===== src/rtl/mastermind_pkg.sv =====
// mastermind_pkg
//   Shared definitions for the Mastermind game tracker slice.
//   - PEGS / COLOR_W : default code geometry (pegs per code, bits per peg colour)
//   - FB_W           : width of the red/white feedback counts
//   - CNT_W          : width of turn counters and history indices
//   - game_state_e   : game state encodings as seen on the game_state port
package mastermind_pkg;

    localparam int unsigned PEGS    = 4;
    localparam int unsigned COLOR_W = 3;
    localparam int unsigned FB_W    = 3;
    localparam int unsigned CNT_W   = 4;

    typedef enum logic [1:0] {
        ST_PLAYING = 2'd0,
        ST_WON     = 2'd1,
        ST_LOST    = 2'd2
    } game_state_e;

endpackage


===== src/rtl/mastermind_history_ram.sv =====
// mastermind_history_ram
//   Per-turn history store: DEPTH entries of {guess, red, white}, one write
//   port and one registered read port. Owns a valid bit per entry so that a
//   new game can hide old history without touching the data array.
// Ports
//   clk, resetn       clock, synchronous active-low reset
//   clear_valid_i     clears every valid bit (data is kept)
//   we_i, waddr_i     write enable and entry index
//   wguess_i          guess to store
//   wred_i, wwhite_i  feedback counts to store
//   rsel_i            entry index to read
//   rvalid_o          registered: selected entry holds a turn of this game
//   rguess_o          registered guess, 0 when !rvalid_o
//   rred_o, rwhite_o  registered feedback counts, 0 when !rvalid_o
module mastermind_history_ram
    import mastermind_pkg::*;
#(
    parameter int unsigned DEPTH = 8,
    parameter int unsigned GW    = 12
) (
    input  logic             clk,
    input  logic             resetn,
    input  logic             clear_valid_i,
    input  logic             we_i,
    input  logic [CNT_W-1:0] waddr_i,
    input  logic [GW-1:0]    wguess_i,
    input  logic [FB_W-1:0]  wred_i,
    input  logic [FB_W-1:0]  wwhite_i,
    input  logic [CNT_W-1:0] rsel_i,
    output logic             rvalid_o,
    output logic [GW-1:0]    rguess_o,
    output logic [FB_W-1:0]  rred_o,
    output logic [FB_W-1:0]  rwhite_o
);

    localparam int unsigned AW = (DEPTH > 1) ? $clog2(DEPTH) : 1;

    logic [GW-1:0]   guess_mem [DEPTH];
    logic [FB_W-1:0] red_mem   [DEPTH];
    logic [FB_W-1:0] white_mem [DEPTH];
    logic [DEPTH-1:0] valid_q;

    logic [AW-1:0] wa;
    logic [AW-1:0] ra;
    logic          wa_ok;
    logic          rd_hit;

    always_comb begin
        wa     = waddr_i[AW-1:0];
        ra     = rsel_i[AW-1:0];
        wa_ok  = waddr_i < CNT_W'(DEPTH);
        // Range check first: the truncated index alone could alias a valid entry.
        rd_hit = (rsel_i < CNT_W'(DEPTH)) && valid_q[ra];
    end

    always_ff @(posedge clk) begin
        if (we_i && wa_ok) begin
            guess_mem[wa] <= wguess_i;
            red_mem[wa]   <= wred_i;
            white_mem[wa] <= wwhite_i;
        end
    end

    always_ff @(posedge clk) begin
        if (!resetn || clear_valid_i) begin
            valid_q <= '0;
        end else if (we_i && wa_ok) begin
            valid_q[wa] <= 1'b1;
        end
    end

    // Read samples the pre-edge array and valid bits, so a same-edge write
    // is not visible until the following read.
    always_ff @(posedge clk) begin
        if (!resetn) begin
            rvalid_o <= 1'b0;
            rguess_o <= '0;
            rred_o   <= '0;
            rwhite_o <= '0;
        end else if (rd_hit) begin
            rvalid_o <= 1'b1;
            rguess_o <= guess_mem[ra];
            rred_o   <= red_mem[ra];
            rwhite_o <= white_mem[ra];
        end else begin
            rvalid_o <= 1'b0;
            rguess_o <= '0;
            rred_o   <= '0;
            rwhite_o <= '0;
        end
    end

endmodule


===== src/rtl/mastermind_game_tracker.sv =====
// mastermind_game_tracker
//   Consumes one red/white feedback result per turn, counts turns, decides
//   WON/LOST, keeps a best (fewest-turns) score and a per-turn history that
//   is read back by index.
// Ports
//   clk, resetn    clock, synchronous active-low reset
//   new_game       pulse: restart game (best score and history data kept)
//   fb_valid       pulse: guess_in/red_in/white_in are final
//   guess_in       guess being scored, peg0 in LSBs
//   red_in         right colour, right position
//   white_in       right colour, wrong position
//   hist_sel       history index to read (0 = first turn)
//   guess_ready    1 while PLAYING
//   game_state     0 PLAYING, 1 WON, 2 LOST
//   turn_count     turns accepted this game
//   best_turns     fewest turns of any won game, 0 = none yet
//   fb_error       sticky flag for illegal feedback (red+white > PEGS)
//   hist_valid     registered: hist_sel < turn_count
//   hist_guess/red/white  registered history entry, 0 when !hist_valid
module mastermind_game_tracker
    import mastermind_pkg::*;
#(
    parameter int unsigned MAX_GUESSES = 8,
    parameter int unsigned PEGS        = mastermind_pkg::PEGS,
    parameter int unsigned COLOR_W     = mastermind_pkg::COLOR_W
) (
    input  logic                    clk,
    input  logic                    resetn,
    input  logic                    new_game,
    input  logic                    fb_valid,
    input  logic [PEGS*COLOR_W-1:0] guess_in,
    input  logic [FB_W-1:0]         red_in,
    input  logic [FB_W-1:0]         white_in,
    input  logic [CNT_W-1:0]        hist_sel,
    output logic                    guess_ready,
    output logic [1:0]              game_state,
    output logic [CNT_W-1:0]        turn_count,
    output logic [CNT_W-1:0]        best_turns,
    output logic                    fb_error,
    output logic                    hist_valid,
    output logic [PEGS*COLOR_W-1:0] hist_guess,
    output logic [FB_W-1:0]         hist_red,
    output logic [FB_W-1:0]         hist_white
);

    localparam int unsigned GW = PEGS * COLOR_W;

    game_state_e      state_q, state_d;
    logic [CNT_W-1:0] turn_q, turn_d;
    logic [CNT_W-1:0] best_q, best_d;
    logic             fb_err_q, fb_err_d;

    logic [CNT_W-1:0] fb_sum;
    logic [CNT_W-1:0] turn_inc;
    logic             playing;
    logic             fb_legal;
    logic             accept;
    logic             illegal;
    logic             win;

    always_comb begin
        // 4-bit sum so 7+7 cannot wrap into the legal range.
        fb_sum   = CNT_W'(red_in) + CNT_W'(white_in);
        fb_legal = fb_sum <= CNT_W'(PEGS);
        playing  = state_q == ST_PLAYING;
        // new_game has priority: coincident feedback is dropped entirely.
        accept   = fb_valid && playing && fb_legal && !new_game;
        illegal  = fb_valid && playing && !fb_legal && !new_game;
        win      = red_in == FB_W'(PEGS);
        turn_inc = turn_q + CNT_W'(1);
    end

    // FSM: state register
    always_ff @(posedge clk) begin
        if (!resetn) begin
            state_q <= ST_PLAYING;
        end else begin
            state_q <= state_d;
        end
    end

    // FSM: next state; win is checked before the last-turn loss
    always_comb begin
        state_d = state_q;
        if (new_game) begin
            state_d = ST_PLAYING;
        end else if (accept) begin
            if (win) begin
                state_d = ST_WON;
            end else if (turn_inc == CNT_W'(MAX_GUESSES)) begin
                state_d = ST_LOST;
            end
        end
    end

    // FSM: outputs
    always_comb begin
        guess_ready = playing;
        game_state  = state_q;
    end

    always_comb begin
        turn_d   = turn_q;
        best_d   = best_q;
        fb_err_d = fb_err_q;
        if (new_game) begin
            turn_d   = '0;
            fb_err_d = 1'b0;
        end else begin
            if (accept) begin
                turn_d = turn_inc;
                if (win && ((best_q == '0) || (turn_inc < best_q))) begin
                    best_d = turn_inc;
                end
            end
            if (illegal) begin
                fb_err_d = 1'b1;
            end
        end
    end

    always_ff @(posedge clk) begin
        if (!resetn) begin
            turn_q   <= '0;
            best_q   <= '0;
            fb_err_q <= 1'b0;
        end else begin
            turn_q   <= turn_d;
            best_q   <= best_d;
            fb_err_q <= fb_err_d;
        end
    end

    assign turn_count = turn_q;
    assign best_turns = best_q;
    assign fb_error   = fb_err_q;

    mastermind_history_ram #(
        .DEPTH (MAX_GUESSES),
        .GW    (GW)
    ) u_hist (
        .clk           (clk),
        .resetn        (resetn),
        .clear_valid_i (new_game),
        .we_i          (accept),
        .waddr_i       (turn_q),
        .wguess_i      (guess_in),
        .wred_i        (red_in),
        .wwhite_i      (white_in),
        .rsel_i        (hist_sel),
        .rvalid_o      (hist_valid),
        .rguess_o      (hist_guess),
        .rred_o        (hist_red),
        .rwhite_o      (hist_white)
    );

endmodule


===== config.mk =====
export PLATFORM = sky130hd
export DESIGN_NAME = mastermind_game_tracker
export DESIGN_NICKNAME = d
export VERILOG_FILES = /design/src/rtl/mastermind_pkg.sv /design/src/rtl/mastermind_history_ram.sv /design/src/rtl/mastermind_game_tracker.sv
export SDC_FILE = /design/constraint.sdc
export NUM_CORES = 1
export LEC_CHECK = 0
export CAP_MARGIN = 15
export CORE_ASPECT_RATIO = 0.7
export CORE_MARGIN = 4
export CORE_UTILIZATION = 57
export CTS_CLUSTER_SIZE = 12
export DETAILED_ROUTE_END_ITERATION = 8
export GPL_ROUTABILITY_DRIVEN = 0
export GPL_TIMING_DRIVEN = 0
export PLACE_DENSITY = 0.76
export REMOVE_ABC_BUFFERS = 1
export SLEW_MARGIN = 20
export SYNTH_ARGS = -nofsm -noshare
export SYNTH_HDL_FRONTEND = slang
export SYNTH_SLANG_ARGS = --single-unit

===== constraint.sdc =====
create_clock -name clk -period 6.65 [get_ports clk]
set_clock_uncertainty 0.05 [all_clocks]
set_input_delay 1.33 -clock clk [delete_from_list [all_inputs] [get_ports clk]]
set_output_delay 1.33 -clock clk [all_outputs]
set_load 0.005 [all_outputs]

**Word-level counts from Yosys, hierarchy flattened**

Memories as Yosys holds them, arrays and structs flattened. A register that Yosys moved wholly into a read port is not among the register bits.
Index checks and enable logic that the tools add are counted.

- Register bits after elaboration: 20
- RAM bits: 144
- Input bits: 26
- Output and inout bits: 31
- Word-level logic and storage cells: 56
- Memories: 3

Memory list:

| memory | words | bits a word | rd ports | clocked after Yosys merged registers in | write ports | RTL line | source |
|---|---|---|---|---|---|---|---|
| u_hist.guess_mem | 8 | 12 | 1 | 1 | 1 | mastermind_history_ram.sv:38 | `logic [GW-1:0] guess_mem [DEPTH];` |
| u_hist.red_mem | 8 | 3 | 1 | 1 | 1 | mastermind_history_ram.sv:39 | `logic [FB_W-1:0] red_mem [DEPTH];` |
| u_hist.white_mem | 8 | 3 | 1 | 1 | 1 | mastermind_history_ram.sv:40 | `logic [FB_W-1:0] white_mem [DEPTH];` |

- Add/subtract/negate cells: 2
- $lt $le $gt $ge: 7
- Eq/ne operators: 2
- Muxes and demuxes: 9
- Bitwise gates (word level): 3
- Reduce and logical (&&, ||, !) cells: 24

Operator list:

| operator | number |
|---|---|
| $logic_and 1x1->1 | 9 |
| $lt 3x4->1 const B | 2 |
| $lt 4x4->1 const B | 2 |
| $or 8x8->8 | 1 |
| $logic_not 1->1 | 6 |
| $mux 1 | 5 |
| $add 3x3->4 | 1 |
| $add 4x1->4 const B | 1 |
| $eq 4x4->1 const B | 1 |
| $le 4x3->1 const B | 1 |
| $logic_not 4->1 | 1 |
| $lt 4x4->1 | 1 |
| $mux 2 | 2 |
| $reduce_and 2->1 | 2 |
| $bmux 1 s3 | 1 |
| $demux 1 s3 | 1 |
| $eq 3x3->1 const B | 1 |
| $ge 3x1->1 const B | 1 |
| $reduce_and 3->1 | 1 |
| $logic_not 2->1 | 1 |
| $logic_or 1x1->1 | 2 |
| $not 1->1 | 2 |
| $reduce_bool 2->1 | 1 |
| $reduce_or 2->1 | 1 |

**Longest topological paths before layout**

Gate-level depths: netlist of run 1.

- Depth in word-level cells: 7
- Gate-level depth with buffers: 8
- Depth with buffers taken out: 7

**Cells and area by module**

A second synthesis of run 1 with hierarchy kept.

- Cells, all modules: 386
- Area total of the unflattened synthesis: 6961.7 um2

By module, submodules not included:

| module | times used | cells each | area an instance (um2) | seq. area each (um2) |
|---|---|---|---|---|
| mastermind_history_ram | 1 | 306 | 6244.7 | 4864.7 |
| mastermind_game_tracker | 1 | 80 | 716.9 | 220.2 |

**Worst setup path after synthesis of run 1**

OpenSTA, ideal clock, no wires.

- Path kind: in2reg
- From: input red_in[0]
- To: memory u_hist.guess_mem[0][0], enable pin
- Data arrival time: 4.529 ns
- Data required time: 6.161 ns
- Setup slack: 1.631 ns
- Cell stages on the path: 7
- Cell sequence: ha_1 -> inv_1 -> fa_1 -> nand2b_1 -> a221oi_2 -> nand2_2 -> nor4_1

- Longest elaborated chain between the ends: 7

RTL lines:

| item | RTL line | source |
|---|---|---|
| start, declared | mastermind_game_tracker.sv:32 | `input logic [FB_W-1:0] red_in,` |
| $add 3x3->4 | mastermind_game_tracker.sv:63 | `fb_sum = CNT_W'(red_in) + CNT_W'(white_in);` |
| $le 4x3->1 | mastermind_game_tracker.sv:64 | `fb_legal = fb_sum <= CNT_W'(PEGS);` |
| $logic_and 1x1->1 (2 in a row) | mastermind_game_tracker.sv:67 | `accept = fb_valid && playing && fb_legal && !new_game;` |
| $logic_and 1x1->1 | mastermind_history_ram.sv:57 | `if (we_i && wa_ok) begin` |
| $mux 1 | mastermind_history_ram.sv:57 |  |
| $mux 1 (implied by the code) | mastermind_history_ram.sv:58 | `guess_mem[wa] <= wguess_i;` |
| end, declared | mastermind_history_ram.sv:38 |  |

Every way passes these cells.

**Worst setup path in the final report of run 1**

- From: input white_in[0]
- To: memory u_hist.guess_mem[6][6], enable pin

- Longest elaborated chain between the ends: 7

RTL lines:

| item | RTL line | source |
|---|---|---|
| start, declared | mastermind_game_tracker.sv:33 | `input logic [FB_W-1:0] white_in,` |
| $add 3x3->4 | mastermind_game_tracker.sv:63 |  |
| $le 4x3->1 | mastermind_game_tracker.sv:64 |  |
| $logic_and 1x1->1 (2 in a row) | mastermind_game_tracker.sv:67 |  |
| $logic_and 1x1->1 | mastermind_history_ram.sv:57 |  |
| $mux 1 | mastermind_history_ram.sv:57 |  |
| $mux 1 (implied by the code) | mastermind_history_ram.sv:58 |  |

Every way passes these cells.

==> metrics.log, run 1 <==
[metrics] number of enable flip-flop cells after synthesis: 144
[metrics] diode insertion count for antenna repair: 0
[metrics] Placed Cells incl. Taps: 591
[metrics] leak pwr: slightly below 3 nW
[metrics] proportion of layout cells with a drive suffix above 1: 0.2361
[metrics] kind of critical path: primary input to flop
[metrics] unique cell type count in the Yosys netlist: between 40 and 50
[metrics] overall power after layout: roughly 0.0024 W
[metrics] iteration-0 DRC count of the detailed router: between 300 and 400
[metrics] hold-fix buffer count after cts: 0
[metrics] setup slack after layout: about 1800 ps
[metrics] leading cell type in the layout, fill and taps excluded: sky130_fd_sc_hd__edfxtp_1
[metrics] clock sink count: 182
[metrics] number of synthesis warnings: 0
[metrics] worst-case clock buffer depth: 2
[metrics] sequential group share of total power: 0.520
[metrics] Hold Vio Cnt, Final: 0
[metrics] 1st-pass router iterations: 4
[metrics] starting density of the core: 0.5890
[metrics] number of register bits inferred by synthesis: approximately 180
[metrics] HPWL after DPL: around 8700 um
[metrics] GRT Total Usage: 0.2079
[metrics] highest ir drop seen on vdd: roughly 0.00022 V
[metrics] chip width: approximately 140 um
[metrics] r2r setup slk: 3750 ps
[metrics] remaining antenna violation count after routing: 0
[metrics] largest net degree at the start of global routing: 36
[metrics] leading cell types in the layout, fill and taps excluded: sky130_fd_sc_hd__edfxtp_1, sky130_fd_sc_hd__clkdlybuf4s50_1, sky130_fd_sc_hd__mux4_2, sky130_fd_sc_hd__dfxtp_1, sky130_fd_sc_hd__nor2_1
[metrics] share of the yosys chip area belonging to registers: 0.7311
[metrics] maximum net fanout on the critical path: 9
[metrics] setup violators final: 0
[metrics] sw frac: 0.2050
[metrics] Buffers on Ports: 56
[metrics] initial antenna violation count: 0
[metrics] Psw: 0.0004873 W
[metrics] wire length of the first global-routing pass: 21530 um
[metrics] Period Utilization, post-route: 0.7246
[metrics] number of nets in the layout: slightly below 500
[metrics] final sum of negative setup slack: 0 ps
[metrics] setup repair bufs after CTS: 0
[metrics] Max Cap Viol: 0
[metrics] area of the mapped netlist: 0.006955 mm^2
[metrics] grt ovf: 0
[metrics] path category of the worst min-delay check: flop to flop
[metrics] Vert. Die Dim: roughly 100 um
[metrics] routed wire length: between 10000 and 15000 um
[metrics] syn avg cell area: between 15 and 20 um^2
[metrics] achievable frequency: 207.5 MHz
[metrics] Worst setup EP type: flop
[metrics] via/cell ratio: about 6
[metrics] clock network power share: 0.433
[metrics] transition at the pin with the smallest max-transition slack: approximately 910 ps
[metrics] Final Instance Count excl. Fillers: a little over 600
[metrics] power density normalized to cell area: around 280 mW/mm^2
[metrics] required time at the endpoint of the critical path: 6730 ps
[metrics] Most used DFF post-synth: sky130_fd_sc_hd__edfxtp_1
[metrics] worst slew margin relative to its limit: 0.3912
[metrics] count of filler cells inserted in the layout: between 700 and 800
[metrics] proportion of synthesized flip-flops having asynchronous set or reset: 0
[metrics] post_cts resized: 0
[metrics] Die Footprint: 0.01406 mm^2
[metrics] root buffer cell: sky130_fd_sc_hd__clkbuf_16
[metrics] post-detailed-route wirelength per cell: roughly 22 um
[metrics] CTS tree: built
[metrics] clk_lat worst skew: ~420 ps
[metrics] # DRC: 0
[metrics] Period minus WS final: about 4800 ps
[metrics] number of ports placed on the die boundary: 57
[metrics] RSZ-0062 raised after global routing: no
[metrics] core region area: ~0.012 mm^2
[metrics] Max Transition Viols Final: 0
[metrics] internal power: between 0.0015 and 0.002 W
[metrics] Cells after Synth: 371
[metrics] result of the run: finished, final reports clean
[metrics] post-synth top area cell: sky130_fd_sc_hd__edfxtp_1
[metrics] Area growth syn-to-layout: 22.14%
[metrics] H-Tree Depth: 4
[metrics] number of CTS-inserted buffers: 17
[metrics] clock-pin slew on the worst setup and hold paths: 70 ps
[metrics] top-area cell type share of the netlist area: 0.6217
[metrics] minimum setup slack after placement: about 1400 ps
[metrics] arrival time at the worst endpoint: roughly 4900 ps
[metrics] row cnt: 33
[metrics] number of global-route vias before repair: 3732
[metrics] combinational power share: 0.048
[metrics] largest cells by area after synthesis: sky130_fd_sc_hd__edfxtp_1, sky130_fd_sc_hd__mux4_2, sky130_fd_sc_hd__dfxtp_1, sky130_fd_sc_hd__mux2i_1, sky130_fd_sc_hd__nor2_1
[metrics] sort of element at the start of the critical path: primary input
[metrics] total via count after detailed routing: ~3.7k
path summary, 6_finish.rpt:
kind | endpoint | startpoint | depth (start not counted)
min | u_hist.valid_q[7] | u_hist.valid_q[7] | 1
max reg2reg | u_hist.guess_mem[6][6] | game_state[1] | 5
max | u_hist.guess_mem[6][6] | white_in[0] | 10
min reg2reg | u_hist.valid_q[7] | u_hist.valid_q[7] | 1
layer usage:
layer	up-vias	global-route usage	share of wire
met5	-	0	0
met4	0	0.05733	0.011
met3	15	0.06810	0.063
met2	115	0.3192	0.49
met1	1894	0.2925	0.44
li1	1648	-	-
critical path: stages:
cell and delay [ps]:
sky130_fd_sc_hd__clkdlybuf4s50_1 690, sky130_fd_sc_hd__ha_1 260, sky130_fd_sc_hd__inv_1 60, sky130_fd_sc_hd__fa_1 480, sky130_fd_sc_hd__nand2b_1 90, sky130_fd_sc_hd__a221oi_2 590
sky130_fd_sc_hd__nand2_2 290, sky130_fd_sc_hd__nor3_2 690, sky130_fd_sc_hd__buf_6 240, sky130_fd_sc_hd__buf_6 160
cell usage after synthesis (all sizes together), types with 2 or more instances:
cell type,n
ha,7
inv,7
xnor2,2
nor4,4
a22o,7
nor3,9
nand2,13
nand3b,2
o21ai,4
o21a,2
or3,2
a21oi,4
nand3,2
mux2i,21
mux4,38
dfxtp,38
nor2,25
a31oi,2
buf,6
a41o,2
clkbuf,9
nand2b,6
edfxtp,144
sequential cells by signal, summed over array words and instances (netlist names), 2 cells and up:
signal            count
u_hist.guess_mem     96
u_hist.red_mem       24
u_hist.white_mem     24
u_hist.rguess_o      12
u_hist.valid_q        8
best_turns            4
turn_count            4
u_hist.rred_o         3
u_hist.rwhite_o       3
game_state            2
stage by stage:
step                      area [um^2]    util  hold slack (ps)
after CTS                        8496  0.7194            430.2
after detailed placement         7885  0.6677            414.0
after global placement           7642  0.6472            396.1
final                            8496  0.7194            433.8
after floorplan                  6885       -            385.6
after global routing             8496  0.7194            448.4
power groups by stage:
stage / Clock [W] / Sequential [W] / Combinational, W
after floorplan: 0 / 0.00126 / 0.0000534
after global placement: 0 / 0.00126 / 0.000109
after detailed placement: 0 / 0.00126 / 0.000114
after CTS: 0.00105 / 0.00123 / 0.000114
after global routing: 0.00110 / 0.00123 / 0.000123
final: 0.00103 / 0.00123 / 0.000113
cell type report:
cell class,instances,area (um^2),area share
clock buffer,18,439.2,0.05169
timing repair buffer,78,759.5,0.08940
sequential,182,5085,0.5985
clock inverter,14,171.4,0.02018
tap,157,196.4,0.02312
multi-input combinational,167,1818,0.2140
inverter,7,26.28,0.003093
logic make-up (layout without fill, tap and decap cells):
logic type	Yosys count	in the layout	synth area share
xor+xnor	3	3	0.003778
compound gates	28	28	0.03130
mux	60	60	0.1549
simple gates	68	68	0.04965
buf+inv	22	117	0.01385
flops	182	182	0.7311
fa+ha+maj	8	8	0.01547
Note: power is estimated with default switching activity, not from simulation.
==> inputs of run 2 (changes only) <==
--- a/config.mk
+++ b/config.mk
@@ -8,12 +8,12 @@
 export CAP_MARGIN = 15
 export CORE_ASPECT_RATIO = 0.7
 export CORE_MARGIN = 4
-export CORE_UTILIZATION = 57
+export CORE_UTILIZATION = 52
 export CTS_CLUSTER_SIZE = 12
 export DETAILED_ROUTE_END_ITERATION = 8
 export GPL_ROUTABILITY_DRIVEN = 0
 export GPL_TIMING_DRIVEN = 0
-export PLACE_DENSITY = 0.76
+export PLACE_DENSITY = 0.73
 export REMOVE_ABC_BUFFERS = 1
 export SLEW_MARGIN = 20
 export SYNTH_ARGS = -nofsm -noshare
==> constraint.sdc (replaced) <==
create_clock -name clk -period 4.04 [get_ports clk]
set_clock_uncertainty 0.05 [all_clocks]
set_input_delay 0.808 -clock clk [delete_from_list [all_inputs] [get_ports clk]]
set_output_delay 0.808 -clock clk [all_outputs]
set_load 0.005 [all_outputs]
==> run 2 against run 1 <==
Highest routed layer unchanged. Cell count increased by 1.9%. Die area increased by 8.9%. Critical path type unchanged. Hold slack got worse by 2.7 ps.
==> metrics.log, run 2 (same netlist as run 1, synthesis figures left out) <==
[metrics] number of CTS-inserted buffers: 17
[metrics] row cnt: 35
[metrics] iteration-0 DRC count of the detailed router: about 230
[metrics] Largest register FFs: 96
[metrics] number of global-route vias before repair: between 3k and 4k
[metrics] Hold Vio Cnt, Final: 0
[metrics] number of ports placed on the die boundary: 57
[metrics] CTS tree: built
[metrics] setup violators final: 0
[metrics] overall power after layout: ~0.0038 W
[metrics] final sum of negative setup slack: 0 ps
[metrics] leading cell types in the layout, fill and taps excluded: sky130_fd_sc_hd__edfxtp_1, sky130_fd_sc_hd__clkdlybuf4s50_1, sky130_fd_sc_hd__mux4_2, sky130_fd_sc_hd__dfxtp_1, sky130_fd_sc_hd__nor2_1
[metrics] minimum setup slack after placement: -779.1 ps
[metrics] Worst setup EP type: flop
[metrics] Top Registers: u_hist.guess_mem x96, u_hist.red_mem x24, u_hist.white_mem x24
[metrics] Die Footprint: 0.01532 mm^2
[metrics] power density normalized to cell area: roughly 440 mW/mm^2
[metrics] HPWL after DPL: roughly 9100 um
[metrics] remaining antenna violation count after routing: 0
[metrics] root buffer cell: sky130_fd_sc_hd__clkbuf_16
[metrics] maximum net fanout on the critical path: 9
[metrics] leak pwr: a little under 3 nW
[metrics] Buffers on Ports: 56
[metrics] kind of critical path: primary input to flop
[metrics] 1st-pass router iterations: 5
[metrics] diode insertion count for antenna repair: 0
[metrics] wire length of the first global-routing pass: 21780 um
[metrics] H-Tree Depth: 4
[metrics] path category of the worst min-delay check: flop to flop
[metrics] grt ovf: 0
[metrics] total via count after detailed routing: around 3.7k
[metrics] proportion of layout cells with a drive suffix above 1: 0.2367
[metrics] chip width: roughly 150 um
[metrics] worst slew margin relative to its limit: 0.3910
[metrics] post-detailed-route wirelength per cell: around 22 um
[metrics] initial antenna violation count: 0
[metrics] Period minus WS final: between 3000 and 4000 ps
[metrics] number of nets in the layout: 490
[metrics] via/cell ratio: slightly below 6
[metrics] routed wire length: between 10000 and 15000 um
[metrics] Vert. Die Dim: ~100 um
[metrics] transition at the pin with the smallest max-transition slack: 911.1 ps
[metrics] Largest Register: u_hist.guess_mem
[metrics] clk_lat worst skew: approximately 410 ps
[metrics] share of the core filled with cells: 0.6499
[metrics] highest ir drop seen on vdd: about 0.00031 V
[metrics] Max Transition Viols Final: 0
[metrics] clock-pin slew on the worst setup and hold paths: around 70 ps
[metrics] # DRC: 0
[metrics] Area growth syn-to-layout: 22.76%
[metrics] achievable frequency: roughly 260 MHz
[metrics] clock sink count: around 180
[metrics] Max Cap Viol: 0
[metrics] result of the run: finished, final reports clean
[metrics] leading cell type in the layout, fill and taps excluded: sky130_fd_sc_hd__edfxtp_1
[metrics] setup slack after layout: between 150 and 200 ps
[metrics] Period Utilization, post-route: 0.9589
[metrics] starting density of the core: 0.5294
[metrics] required time at the endpoint of the critical path: roughly 4000 ps
[metrics] core region area: between 0.01 and 0.015 mm^2
[metrics] arrival time at the worst endpoint: 3960 ps
[metrics] sort of element at the start of the critical path: primary input
[metrics] worst-case clock buffer depth: 2
[metrics] largest net degree at the start of global routing: 23
[metrics] GRT Total Usage: 0.1887
[metrics] r2r setup slk: about 1300 ps
[metrics] RSZ-0062 raised after global routing: no
run 2: changes by cell type in the layout (fill, tap and decap cells not counted), moves of 3 or more:
cell                     before  now
sky130_fd_sc_hd__buf_2       10    7
sky130_fd_sc_hd__buf_4        4   10
sky130_fd_sc_hd__nor3_2       5    0
sky130_fd_sc_hd__nor3_4       0    5
run 2: worst max-delay path, stage by stage:
cell,delay [ps]
sky130_fd_sc_hd__clkdlybuf4s50_1,640
sky130_fd_sc_hd__ha_1,250
sky130_fd_sc_hd__inv_1,60
sky130_fd_sc_hd__fa_1,490
sky130_fd_sc_hd__nand2b_1,120
sky130_fd_sc_hd__a221oi_4,440
sky130_fd_sc_hd__nand2_4,220
sky130_fd_sc_hd__nor3_4,530
sky130_fd_sc_hd__buf_6,230
sky130_fd_sc_hd__buf_6,150
run 2: worst paths after layout:
check	start	depth (start not counted)	endpoint
worst max-delay path	white_in[0]	10	u_hist.guess_mem[6][5]
worst min-delay path	u_hist.valid_q[7]	1	u_hist.valid_q[7]
worst max register to register	game_state[1]	5	u_hist.guess_mem[6][5]
worst min register to register	u_hist.valid_q[7]	1	u_hist.valid_q[7]
run 2: metrics by stage:
| stage | instance area (um^2) | cells | hold WS (ps) |
|---|---|---|---|
| finish | 8538 | 635 | 431.1 |
| floorplan | 6885 | 356 | 385.6 |
| detailed placement | 7904 | 601 | 404.1 |
| CTS | 8536 | 635 | 423.3 |
| global route | 8538 | 635 | 441.4 |
| global placement | 7654 | 578 | 394.2 |
run 2: per-layer routing:
metal  global-route usage  wire length (um)  up-vias
li1                     -                 -     1657
met1               0.2555              5913     1896
met2               0.3090              7006      129
met3              0.03901               823       11
met4              0.06443               142        0
met5                    0                 0        -
run 2: what timing repair did:
action                     in CTS  in global routing
hold buffers                    0                  0
setup endpoints to repair      81                 34
setup buffers                   2                  0
resized for setup               9                  1
run 2: report_power, final:
group | leakage, nW | switching (W) | internal (W) | total, W
combinational | 1.07 | 0.000107 | 0.0000902 | 0.000197
clock | 0.259 | 0.000682 | 0.000865 | 0.00155
sequential | 1.60 | 0.00000418 | 0.00203 | 0.00203
run 2: area by class of cell:
type,instances,area [um^2]
clock buffer,20,446.7
clock inverter,12,105.1
fill,910,4599
inverter,7,26.28
multi-input combinational,167,1883
sequential,182,5085
tap,166,207.7
timing repair buffer,81,784.5
